### config.mk
export PLATFORM = sky130hd
export DESIGN_NAME = pm_write_player_flat
export DESIGN_NICKNAME = d
export VERILOG_FILES = /design/src/rtl/pm_write_player_if.sv /design/src/rtl/pm_write_player.sv /design/src/flat_wrapper.sv
export SDC_FILE = /design/constraint.sdc
export NUM_CORES = 1
export LEC_CHECK = 0
export CAP_MARGIN = 20
export CORE_AREA = 2 2 221 223
export CTS_CLUSTER_SIZE = 24
export DETAILED_ROUTE_END_ITERATION = 12
export DIE_AREA = 0 0 223 225
export DONT_BUFFER_PORTS = 1
export HOLD_SLACK_MARGIN = 0.1
export PLACE_DENSITY_LB_ADDON = 0.2
export SYNTH_ARGS = -nofsm -noshare
export SYNTH_HDL_FRONTEND = slang
export SYNTH_SLANG_ARGS = --single-unit
export TNS_END_PERCENT = 10
### constraint.sdc
create_clock -name clk -period 9.3 [get_ports clk]
set_clock_uncertainty 0.05 [all_clocks]
set_input_delay 1.86 -clock clk [delete_from_list [all_inputs] [get_ports clk]]
set_output_delay 1.86 -clock clk [all_outputs]
set_load 0.005 [all_outputs]
### src/rtl/pm_write_player_if.sv
// pm_write_player_if: host command push channel plus the YM2151 CPU bus.
interface pm_write_player_if;
  logic        cmd_valid;
  logic        cmd_ready;
  logic [31:0] cmd_ts;
  logic        cmd_a0;
  logic [7:0]  cmd_data;
  logic        ym_cs_n;
  logic        ym_wr_n;
  logic        ym_rd_n;
  logic        ym_a0;
  logic [7:0]  ym_dout;
  logic [7:0]  ym_din;
  modport master (output cmd_valid, cmd_ts, cmd_a0, cmd_data, ym_din,
                  input  cmd_ready, ym_cs_n, ym_wr_n, ym_rd_n, ym_a0, ym_dout);
  modport slave  (input  cmd_valid, cmd_ts, cmd_a0, cmd_data, ym_din,
                  output cmd_ready, ym_cs_n, ym_wr_n, ym_rd_n, ym_a0, ym_dout);
endinterface

### src/rtl/pm_write_player.sv
// pm_write_player: issues timestamped YM2151 writes when the phi-M edge count reaches each timestamp.
// Define PM_WRITE_PLAYER_BUSY_POLL_EN to poll the YM busy flag before every data (a0=1) write.
module pm_write_player #(
  parameter int FIFO_AW  = 4,
  parameter int SETUP_PM = 1,
  parameter int PULSE_PM = 2,
  parameter int HOLD_PM  = 1,
  parameter int GAP_PM   = 2
) (
  input  logic               clk,
  input  logic               rst_n,
  input  logic               ym_pm,
  input  logic [31:0]        pm_counter,
  input  logic               enable,
  input  logic               flush,
  pm_write_player_if.slave   bus,
  output logic [FIFO_AW:0]   fifo_level,
  output logic               busy,
  output logic [15:0]        late_cnt
);
  typedef enum logic [2:0] {IDLE, WAIT_TS, SETUP, STROBE, HOLD, GAP
`ifdef PM_WRITE_PLAYER_BUSY_POLL_EN
    , POLL, PREL
`endif
  } state_t;
  localparam logic [FIFO_AW:0] PTR_ONE = 1;
  state_t state, state_d;
  logic [40:0] mem [2**FIFO_AW];
  logic [FIFO_AW:0] wr_ptr, rd_ptr;
  logic [31:0] w_ts, diff;
  logic [7:0] w_data, cnt, lim, dout_d, dout_q;
  logic w_a0, first_q, ym_pm_q, pm_rise, ready, push, pop, last;
  logic cs_n_d, wr_n_d, a0_d, cs_n_q, wr_n_q, a0_q, unused_din;
`ifdef PM_WRITE_PLAYER_BUSY_POLL_EN
  logic rd_n_d, rd_n_q, busy_q, abort_q;
`endif
  assign fifo_level    = wr_ptr - rd_ptr;
  assign bus.cmd_ready = !fifo_level[FIFO_AW];
  assign push          = bus.cmd_valid && bus.cmd_ready && !flush;
  assign pop           = state == IDLE && enable && fifo_level != '0 && !flush;
  assign pm_rise       = ym_pm && !ym_pm_q;
  // modular difference keeps the compare correct across pm_counter wrap
  assign diff          = pm_counter - w_ts;
  assign ready         = !diff[31];
  assign busy          = state != IDLE;
  assign unused_din    = ^bus.ym_din;
  assign lim = state == SETUP  ? 8'(SETUP_PM) :
               state == STROBE ? 8'(PULSE_PM) :
               state == HOLD   ? 8'(HOLD_PM)  :
               state == GAP    ? 8'(GAP_PM)   :
`ifdef PM_WRITE_PLAYER_BUSY_POLL_EN
               state == POLL   ? 8'(PULSE_PM) :
`endif
               8'd1;
  assign last = pm_rise && cnt == lim - 8'd1;
  always_ff @(posedge clk)
    if (push) mem[wr_ptr[FIFO_AW-1:0]] <= {bus.cmd_ts, bus.cmd_a0, bus.cmd_data};
  always_ff @(posedge clk or negedge rst_n)
    if (!rst_n) begin
      state    <= IDLE;
      wr_ptr   <= '0;
      rd_ptr   <= '0;
      ym_pm_q  <= 1'b0;
      cnt      <= '0;
      first_q  <= 1'b0;
      late_cnt <= '0;
      w_ts     <= '0;
      w_a0     <= 1'b0;
      w_data   <= '0;
      cs_n_q   <= 1'b1;
      wr_n_q   <= 1'b1;
      a0_q     <= 1'b0;
      dout_q   <= '0;
`ifdef PM_WRITE_PLAYER_BUSY_POLL_EN
      rd_n_q   <= 1'b1;
      busy_q   <= 1'b0;
      abort_q  <= 1'b0;
`endif
    end else begin
      state   <= state_d;
      ym_pm_q <= ym_pm;
      rd_ptr  <= flush ? wr_ptr : pop ? rd_ptr + PTR_ONE : rd_ptr;
      if (push) wr_ptr <= wr_ptr + PTR_ONE;
      if (pop) {w_ts, w_a0, w_data} <= mem[rd_ptr[FIFO_AW-1:0]];
      first_q <= pop;
      if (state == WAIT_TS && first_q && ready && diff != '0 && !flush && late_cnt != 16'hFFFF)
        late_cnt <= late_cnt + 16'd1;
      cnt     <= last ? 8'd0 : pm_rise ? cnt + 8'd1 : cnt;
      cs_n_q  <= cs_n_d;
      wr_n_q  <= wr_n_d;
      a0_q    <= a0_d;
      dout_q  <= dout_d;
`ifdef PM_WRITE_PLAYER_BUSY_POLL_EN
      rd_n_q  <= rd_n_d;
      if (state == POLL && last) busy_q <= bus.ym_din[7];
      abort_q <= (state_d == POLL || state_d == PREL) && (abort_q || flush);
`endif
    end
  always_comb begin
    state_d = state;
    case (state)
      IDLE:    if (pop) state_d = WAIT_TS;
      WAIT_TS: if (flush) state_d = IDLE;
               else if (ready && pm_rise)
`ifdef PM_WRITE_PLAYER_BUSY_POLL_EN
                 state_d = w_a0 ? POLL : SETUP;
`else
                 state_d = SETUP;
`endif
      SETUP:   if (last) state_d = STROBE;
      STROBE:  if (last) state_d = HOLD;
      HOLD:    if (last) state_d = GAP;
      GAP:     if (last) state_d = IDLE;
`ifdef PM_WRITE_PLAYER_BUSY_POLL_EN
      POLL:    if (last) state_d = PREL;
      PREL:    if (last) state_d = (abort_q || flush) ? IDLE : busy_q ? POLL : SETUP;
`endif
      default: state_d = IDLE;
    endcase
  end
  // outputs are decoded from the next state so the registered bus moves with the state change
  always_comb begin
    cs_n_d = !(state_d == SETUP || state_d == STROBE || state_d == HOLD);
    wr_n_d = state_d != STROBE;
    a0_d   = state_d == SETUP ? w_a0 : a0_q;
    dout_d = state_d == SETUP ? w_data : dout_q;
`ifdef PM_WRITE_PLAYER_BUSY_POLL_EN
    cs_n_d = cs_n_d && state_d != POLL;
    a0_d   = state_d == POLL ? 1'b0 : a0_d;
    rd_n_d = state_d != POLL;
`endif
  end
  assign bus.ym_cs_n = cs_n_q;
  assign bus.ym_wr_n = wr_n_q;
  assign bus.ym_a0   = a0_q;
  assign bus.ym_dout = dout_q;
`ifdef PM_WRITE_PLAYER_BUSY_POLL_EN
  assign bus.ym_rd_n = rd_n_q;
`else
  assign bus.ym_rd_n = 1'b1;
`endif
endmodule

### src/flat_wrapper.sv
// flat-port wrapper written by rule: the top's interface ports become plain ports
module pm_write_player_flat 
#(
  parameter int FIFO_AW  = 4,
  parameter int SETUP_PM = 1,
  parameter int PULSE_PM = 2,
  parameter int HOLD_PM  = 1,
  parameter int GAP_PM   = 2
)
  (clk, rst_n, ym_pm, pm_counter, enable, flush, fifo_level, busy, late_cnt, bus_cmd_valid, bus_cmd_ts, bus_cmd_a0, bus_cmd_data, bus_ym_din, bus_cmd_ready, bus_ym_cs_n, bus_ym_wr_n, bus_ym_rd_n, bus_ym_a0, bus_ym_dout);
  pm_write_player_if bus_i ();
  input  logic clk;
  input  logic rst_n;
  input  logic ym_pm;
  input  logic [31:0] pm_counter;
  input  logic enable;
  input  logic flush;
  output logic [FIFO_AW:0] fifo_level;
  output logic busy;
  output logic [15:0] late_cnt;
  input wire logic [$bits(bus_i.cmd_valid)-1:0] bus_cmd_valid;
  input wire logic [$bits(bus_i.cmd_ts)-1:0] bus_cmd_ts;
  input wire logic [$bits(bus_i.cmd_a0)-1:0] bus_cmd_a0;
  input wire logic [$bits(bus_i.cmd_data)-1:0] bus_cmd_data;
  input wire logic [$bits(bus_i.ym_din)-1:0] bus_ym_din;
  output wire logic [$bits(bus_i.cmd_ready)-1:0] bus_cmd_ready;
  output wire logic [$bits(bus_i.ym_cs_n)-1:0] bus_ym_cs_n;
  output wire logic [$bits(bus_i.ym_wr_n)-1:0] bus_ym_wr_n;
  output wire logic [$bits(bus_i.ym_rd_n)-1:0] bus_ym_rd_n;
  output wire logic [$bits(bus_i.ym_a0)-1:0] bus_ym_a0;
  output wire logic [$bits(bus_i.ym_dout)-1:0] bus_ym_dout;
  assign bus_i.cmd_valid = bus_cmd_valid;
  assign bus_i.cmd_ts = bus_cmd_ts;
  assign bus_i.cmd_a0 = bus_cmd_a0;
  assign bus_i.cmd_data = bus_cmd_data;
  assign bus_i.ym_din = bus_ym_din;
  assign bus_cmd_ready = bus_i.cmd_ready;
  assign bus_ym_cs_n = bus_i.ym_cs_n;
  assign bus_ym_wr_n = bus_i.ym_wr_n;
  assign bus_ym_rd_n = bus_i.ym_rd_n;
  assign bus_ym_a0 = bus_i.ym_a0;
  assign bus_ym_dout = bus_i.ym_dout;
  pm_write_player #(.FIFO_AW(FIFO_AW), .SETUP_PM(SETUP_PM), .PULSE_PM(PULSE_PM), .HOLD_PM(HOLD_PM), .GAP_PM(GAP_PM)) u_core (.clk(clk), .rst_n(rst_n), .ym_pm(ym_pm), .pm_counter(pm_counter), .enable(enable), .flush(flush), .bus(bus_i), .fifo_level(fifo_level), .busy(busy), .late_cnt(late_cnt));
endmodule
# After elaboration in Yosys (flattened, before gate mapping)
# Memory sizes are Yosys's and may differ from the RTL's. A register that Yosys moved wholly into a read port is not among the register bits.
# Index checks and enable logic that the tools add are counted.
[word_totals]
regBits = 50
memories = 1
elab_cells = 75
output_inout_bits = 35
mem_bits_rw = 656
[memory_table]
columns = ["name", "words", "word_bits", "read_ports", "rd_ports_with_merged_regs", "wr", "line", "source"]
rows = [
  ["u_core.mem", 16, 41, 1, 1, 1, "pm_write_player.sv:28", "logic [40:0] mem [2**FIFO_AW];"],
]
[classes]
n_mux = 18
eq_ne = 11
n_reduce_logical = 27
n_addsub = 7
[ops]
columns = ["cell", "n"]
rows = [
  ["$mux W8", 5],
  ["$reduce_bool A32 Y1", 1],
  ["$sub A32 B32 Y32", 1],
  ["$mux W3", 7],
  ["$pmux W3 S6", 1],
  ["$add A16 B1 Y16 const B", 1],
  ["$ne A16 B16 Y1 const B", 1],
  ["$logic_and A1 B1 Y1", 13],
  ["$eq A3 B2 Y1 const B", 4],
  ["$add A5 B1 Y5 const B", 2],
  ["$mux W5", 2],
  ["$eq A3 B3 Y1 const B", 3],
  ["$add A8 B1 Y8 const B", 1],
  ["$eq A8 B8 Y1", 1],
  ["$sub A8 B1 Y8 const B", 1],
  ["$logic_not A1 Y1", 6],
  ["$reduce_bool A5 Y1", 1],
  ["$sub A5 B5 Y5", 1],
  ["$reduce_bool A2 Y1", 2],
  ["$eq A3 B1 Y1 const B", 1],
  ["$logic_not A3 Y1", 1],
  ["$ne A3 B2 Y1 const B", 1],
  ["$reduce_bool A3 Y1", 1],
  ["$logic_or A1 B1 Y1", 2],
  ["other kinds (2)", 3],
]

# Depth between registers and ports, before layout
[depth]
depth_word = 14
depth_mapped = 16
mapped_depth_nobuf = 14

# Worst setup path before layout
# OpenSTA, ideal clock, no wires.
[synth_path]
path_type = "input-to-reg"
from = "input pm_counter[0]"
to = "register u_core.late_cnt[1]"
setup_ns = 0.127
arrival_time_ns = 4.551
n_path_buf = 1
cell_stages = 15
slack_ns = 4.571
required_time_ns = 9.123
path_cell_list = "inv_1 > ha_1 > inv_1 > fa_1 > a21oi_1 > o211ai_1 > a211oi_1 > o31a_1 > o21ai_1 > xor2_1 > nor4_1 > and4b_1 > buf_4 > or2_4 > mux2_1"
[synth_via]
elab_chain_len = 6
elab_cells_between_ends = 7
cone_classes = "add/sub (1); reduce/logical (6)"
[synth_rtl]
columns = ["item", "line", "source"]
rows = [
  ["from (decl)", "flat_wrapper.sv:15", "input logic [31:0] pm_counter;"],
  ["$sub A32 B32 Y32 *", "pm_write_player.sv:43", "assign diff = pm_counter - w_ts;"],
  ["parallel branches: the longest is 2 deep, another holds $reduce_bool A32 Y1", "n/a", ""],
  ["$logic_and A1 B1 Y1 * (3 in series)", "pm_write_player.sv:86", "if (state == WAIT_TS && first_q && ready && diff != '0 && !flush && late_cnt != 16'hFFFF)"],
  ["to (signal assigned)", "pm_write_player.sv:87", "late_cnt <= late_cnt + 16'd1;"],
  ["to (decl)", "pm_write_player.sv:19", "output logic [15:0] late_cnt"],
]
# Mark *: on every way between the ends.
# A chain may end at the register's enable or synchronous reset.

# Worst setup path after layout
# Ends and elaborated chain as after synthesis.

==> qor.yml <==
global_routing:
  gr-usage-all-layers_pct: 28.46
  grt_max_degree: 92
  grt_remaining_overflow: 0
  grt_pass1_wl_mm: 102.1
  antenna_found_initial: 4
  grt_pass1_vias: 15940
floorplanning:
  coreArea_um2: 47550
  ios: 122
  die_w_um: 223
  dieArea_um2: 50180
  initial_core_util_pct: 64.65
  die_h_um: 225
  num_rows: 80
clock_network:
  cts_buffers: 74
  cts.htree.levels: 3
  cts_root_buf: "clkbuf_16"
  cts_buffer_depth: 3
  clk_pin_slew_worst_paths_ns: 0.06
  clock-sinks: 747
  post_cts_resized: 0
  clk_latency_ns: 0.62
  cts_tree: "yes"
  holdBufCountCts: 0
  postCtsSetupBuffers: 0
critical_path:
  slowest_stage: "and4b_1"
  crit_fanout: 15
  rr_worst_depth: 10
  slowest_delay_ns: 0.64
  required_ns: 9.73
  startpoint_type: "input pin"
  path_cells: "inv_1 -> ha_1 -> inv_1 -> fa_1 -> a21oi_1 -> o211ai_1 -> a211oi_1 -> o31a_1 -> o21ai_1 -> xor2_1 -> nor4_1 -> and4b_1 -> or2_4 -> mux2_1"
  cp_common_cell: "inv_1"
  critPathCaptureType: "flip-flop"
  crit_type: "input pin to flip-flop"
  worstPathArrival_ns: 5.62
final_layout:
  diodes: 0
  final_nets: 1773
  final_layout_size_suffix_gt1_share_pct: 22.74
  fillCellCount: 2805
  regArea_um2: 21990
  area_growth_pct: 9.679
  multi_input_area_um2: 8268
  design_area_um2: 33710
power_and_ir_drop:
  p_total_uw: 9976
  cellLeakagePower_uw: 0.01117
  peakVddDrop_mv: 0.2292
  power_density_nw_per_um2: 295.9
place:
  dp_hpwl_mm: 35.01
  placement.io_buffers: 0
  place_area_um2: 31340
  routabilityCongestion: 0.8913
run:
  max-cap-violations: 0
synth:
  synthAdderAreaFrac_pct: 1.840
  synth_xor_area_share_pct: 1.339
  synth_compound_area_share_pct: 3.472
  yosys_warnings: 0
  yosysSeqAreaShare_pct: 71.50
  async_flop_share_pct: 12.18
  synth.ff_latch_count: 747
  synth_top_family_by_area: "multiplexers"
  synth.distinct_cells: 73
  synth_top_area_share_pct: 64.08
  netlist_instances: 1631
  synthMuxAreaShare_pct: 16.11
  netlist_area_um2: 30740
  synth_area_leaders: "edfxtp_1 64%, mux4_2 15%, dfrtp_1 7.2%"
  synthSimpleGateAreaFrac_pct: 3.993
  synthTopCellsByCount: "656 x edfxtp_1, 205 x mux4_2, 90 x nand2_1, 89 x dfrtp_1, 61 x o21ai_0"
  synth-edff-count: 656
  avgSynthCellArea_um2: 18.85
  synthMostInstantiatedCell: "edfxtp_1"
  synth_flop_cell: "edfxtp_1"
  synth_top_area_cell: "edfxtp_1"
  synth_nets: 1762
detailed_routing:
  via_per_inst: 6.756
  wirelength_mm: 69.49
  vias: 15650
  drt_iter0_drc: 1686
  route.detailed.drc: 0
  dr.pass1.iters: 5
  wl_per_cell_um: 29.99
  drt.antenna.violating_nets: 0
timing:
  whs_ns: 0.4402
  finalHoldViolCount: 0
  final_max_slew_viol_count: 0
  tns_ns: 0
  fin_crit_sh_pct: 55.73
  setup_violations: 0
  fin_crit_ns: 5.183
  fmax_mhz: 192.9
  slew_headroom_pct: 33.37
  rsz0062_at_grt: "false"
  tightest_slew_ns: 0.9973
worst_hold_path:
  hold_path.class: "flip-flop to flip-flop"
  holdPathStages: 1
outcome:
  status: "complete, no violations"
-- state kept, by name (all words and copies together), names as in the netlist, 3 cells and up --
name / flops
u_core.wr_ptr: 5
u_core.bus.ym_dout: 8
u_core.cnt: 8
u_core.w_ts: 32
u_core.mem: 656
u_core.rd_ptr: 5
u_core.late_cnt: 16
u_core.state: 3
u_core.w_data: 8
-- report_power, final --
group / switching [uW] / internal [uW] / leakage (uW)
registers: 241 / 3930 / 0.00704
clock network: 1240 / 1690 / 0.00117
logic: 1490 / 1390 / 0.00296
-- per-layer routing --
metal  up-vias  global-route usage [%]  part of all wire [%]
met1      8144                   38.28                    38
met4         4                   9.526                   2.5
met5         -                       0                 0.036
li1       6593                       -                     -
met3       138                   6.910                   9.4
met2       774                   46.63                    50
-- worst max-delay path, delay by kind of cell --
kind / cells / cell delay (ns)
fa+ha+maj: 2 / 0.55
xor+xnor: 1 / 0.16
simple gates: 3 / 1.19
mux: 1 / 0.32
buf+inv: 2 / 0.11
compound gates: 5 / 1.41
-- cell families (layout without fill, tap and decap cells) --
kind of cell,after synthesis,after routing
AOI/OAI and AO/OA,176,176
buffers and inverters,135,206
xor gates and xnor gates,47,47
other,1,1
muxes,235,235
DFF,747,747
adders and majority gates,44,44
and+or+nand+nor,246,246
-- layout make-up --
| cell class | instances | area share, % |
|---|---|---|
| Multi-Input combinational cell | 749 | 24.52 |
| Sequential cell | 747 | 65.22 |
| Inverter | 56 | 0.6272 |
| Clock buffer | 98 | 6.068 |
| Tap cell | 615 | 2.282 |
| Clock inverter | 38 | 0.9723 |
| Timing Repair Buffer | 14 | 0.3117 |
-- per-stage QoR --
stage | worst slack [ns] | instances | utilization (%)
final | 4.117 | 2317 | 70.91
after floorplan | 4.571 | 1631 | -
after global routing | 3.872 | 2317 | 70.91
after detailed placement | 3.599 | 2181 | 65.92
after CTS | 4.136 | 2317 | 70.91
after global placement | 3.599 | 2181 | 65.92
-- worst paths after layout --
check | start | endpoint | slack [ns]
max | pm_counter[0] | u_core.late_cnt[1] | 4.12
max in group asynchronous | rst_n | u_core.bus.ym_cs_n | 8.10
min | u_core.cnt[7] | u_core.cnt[7] | 0.44
min reg2reg | u_core.cnt[7] | u_core.cnt[7] | 0.44
max reg2reg | u_core.rd_ptr[0] | u_core.mem[8][8] | 4.16
min in group asynchronous | rst_n | u_core.cnt[5] | 0.90
-- placed cells by master, fill, tap and decap left out, types with 10 or more instances in the layout --
cell type	netlist	routed
a21oi_1	51	51
ha_1	42	42
xnor2_1	24	24
nor3_1	17	17
nand2_1	90	90
edfxtp_1	656	656
buf_4	2	14
o21ai_0	61	61
and2_4	0	10
mux4_2	205	205
clkbuf_16	0	77
nor2_1	34	33
nand3_1	24	24
clkbuf_1	53	17
dfrtp_1	89	86
xor2_1	23	23
mux2_2	23	23
nand4_1	11	11
clkinv_2	0	21
inv_1	55	55
Note: power is estimated with default switching activity, not from simulation.
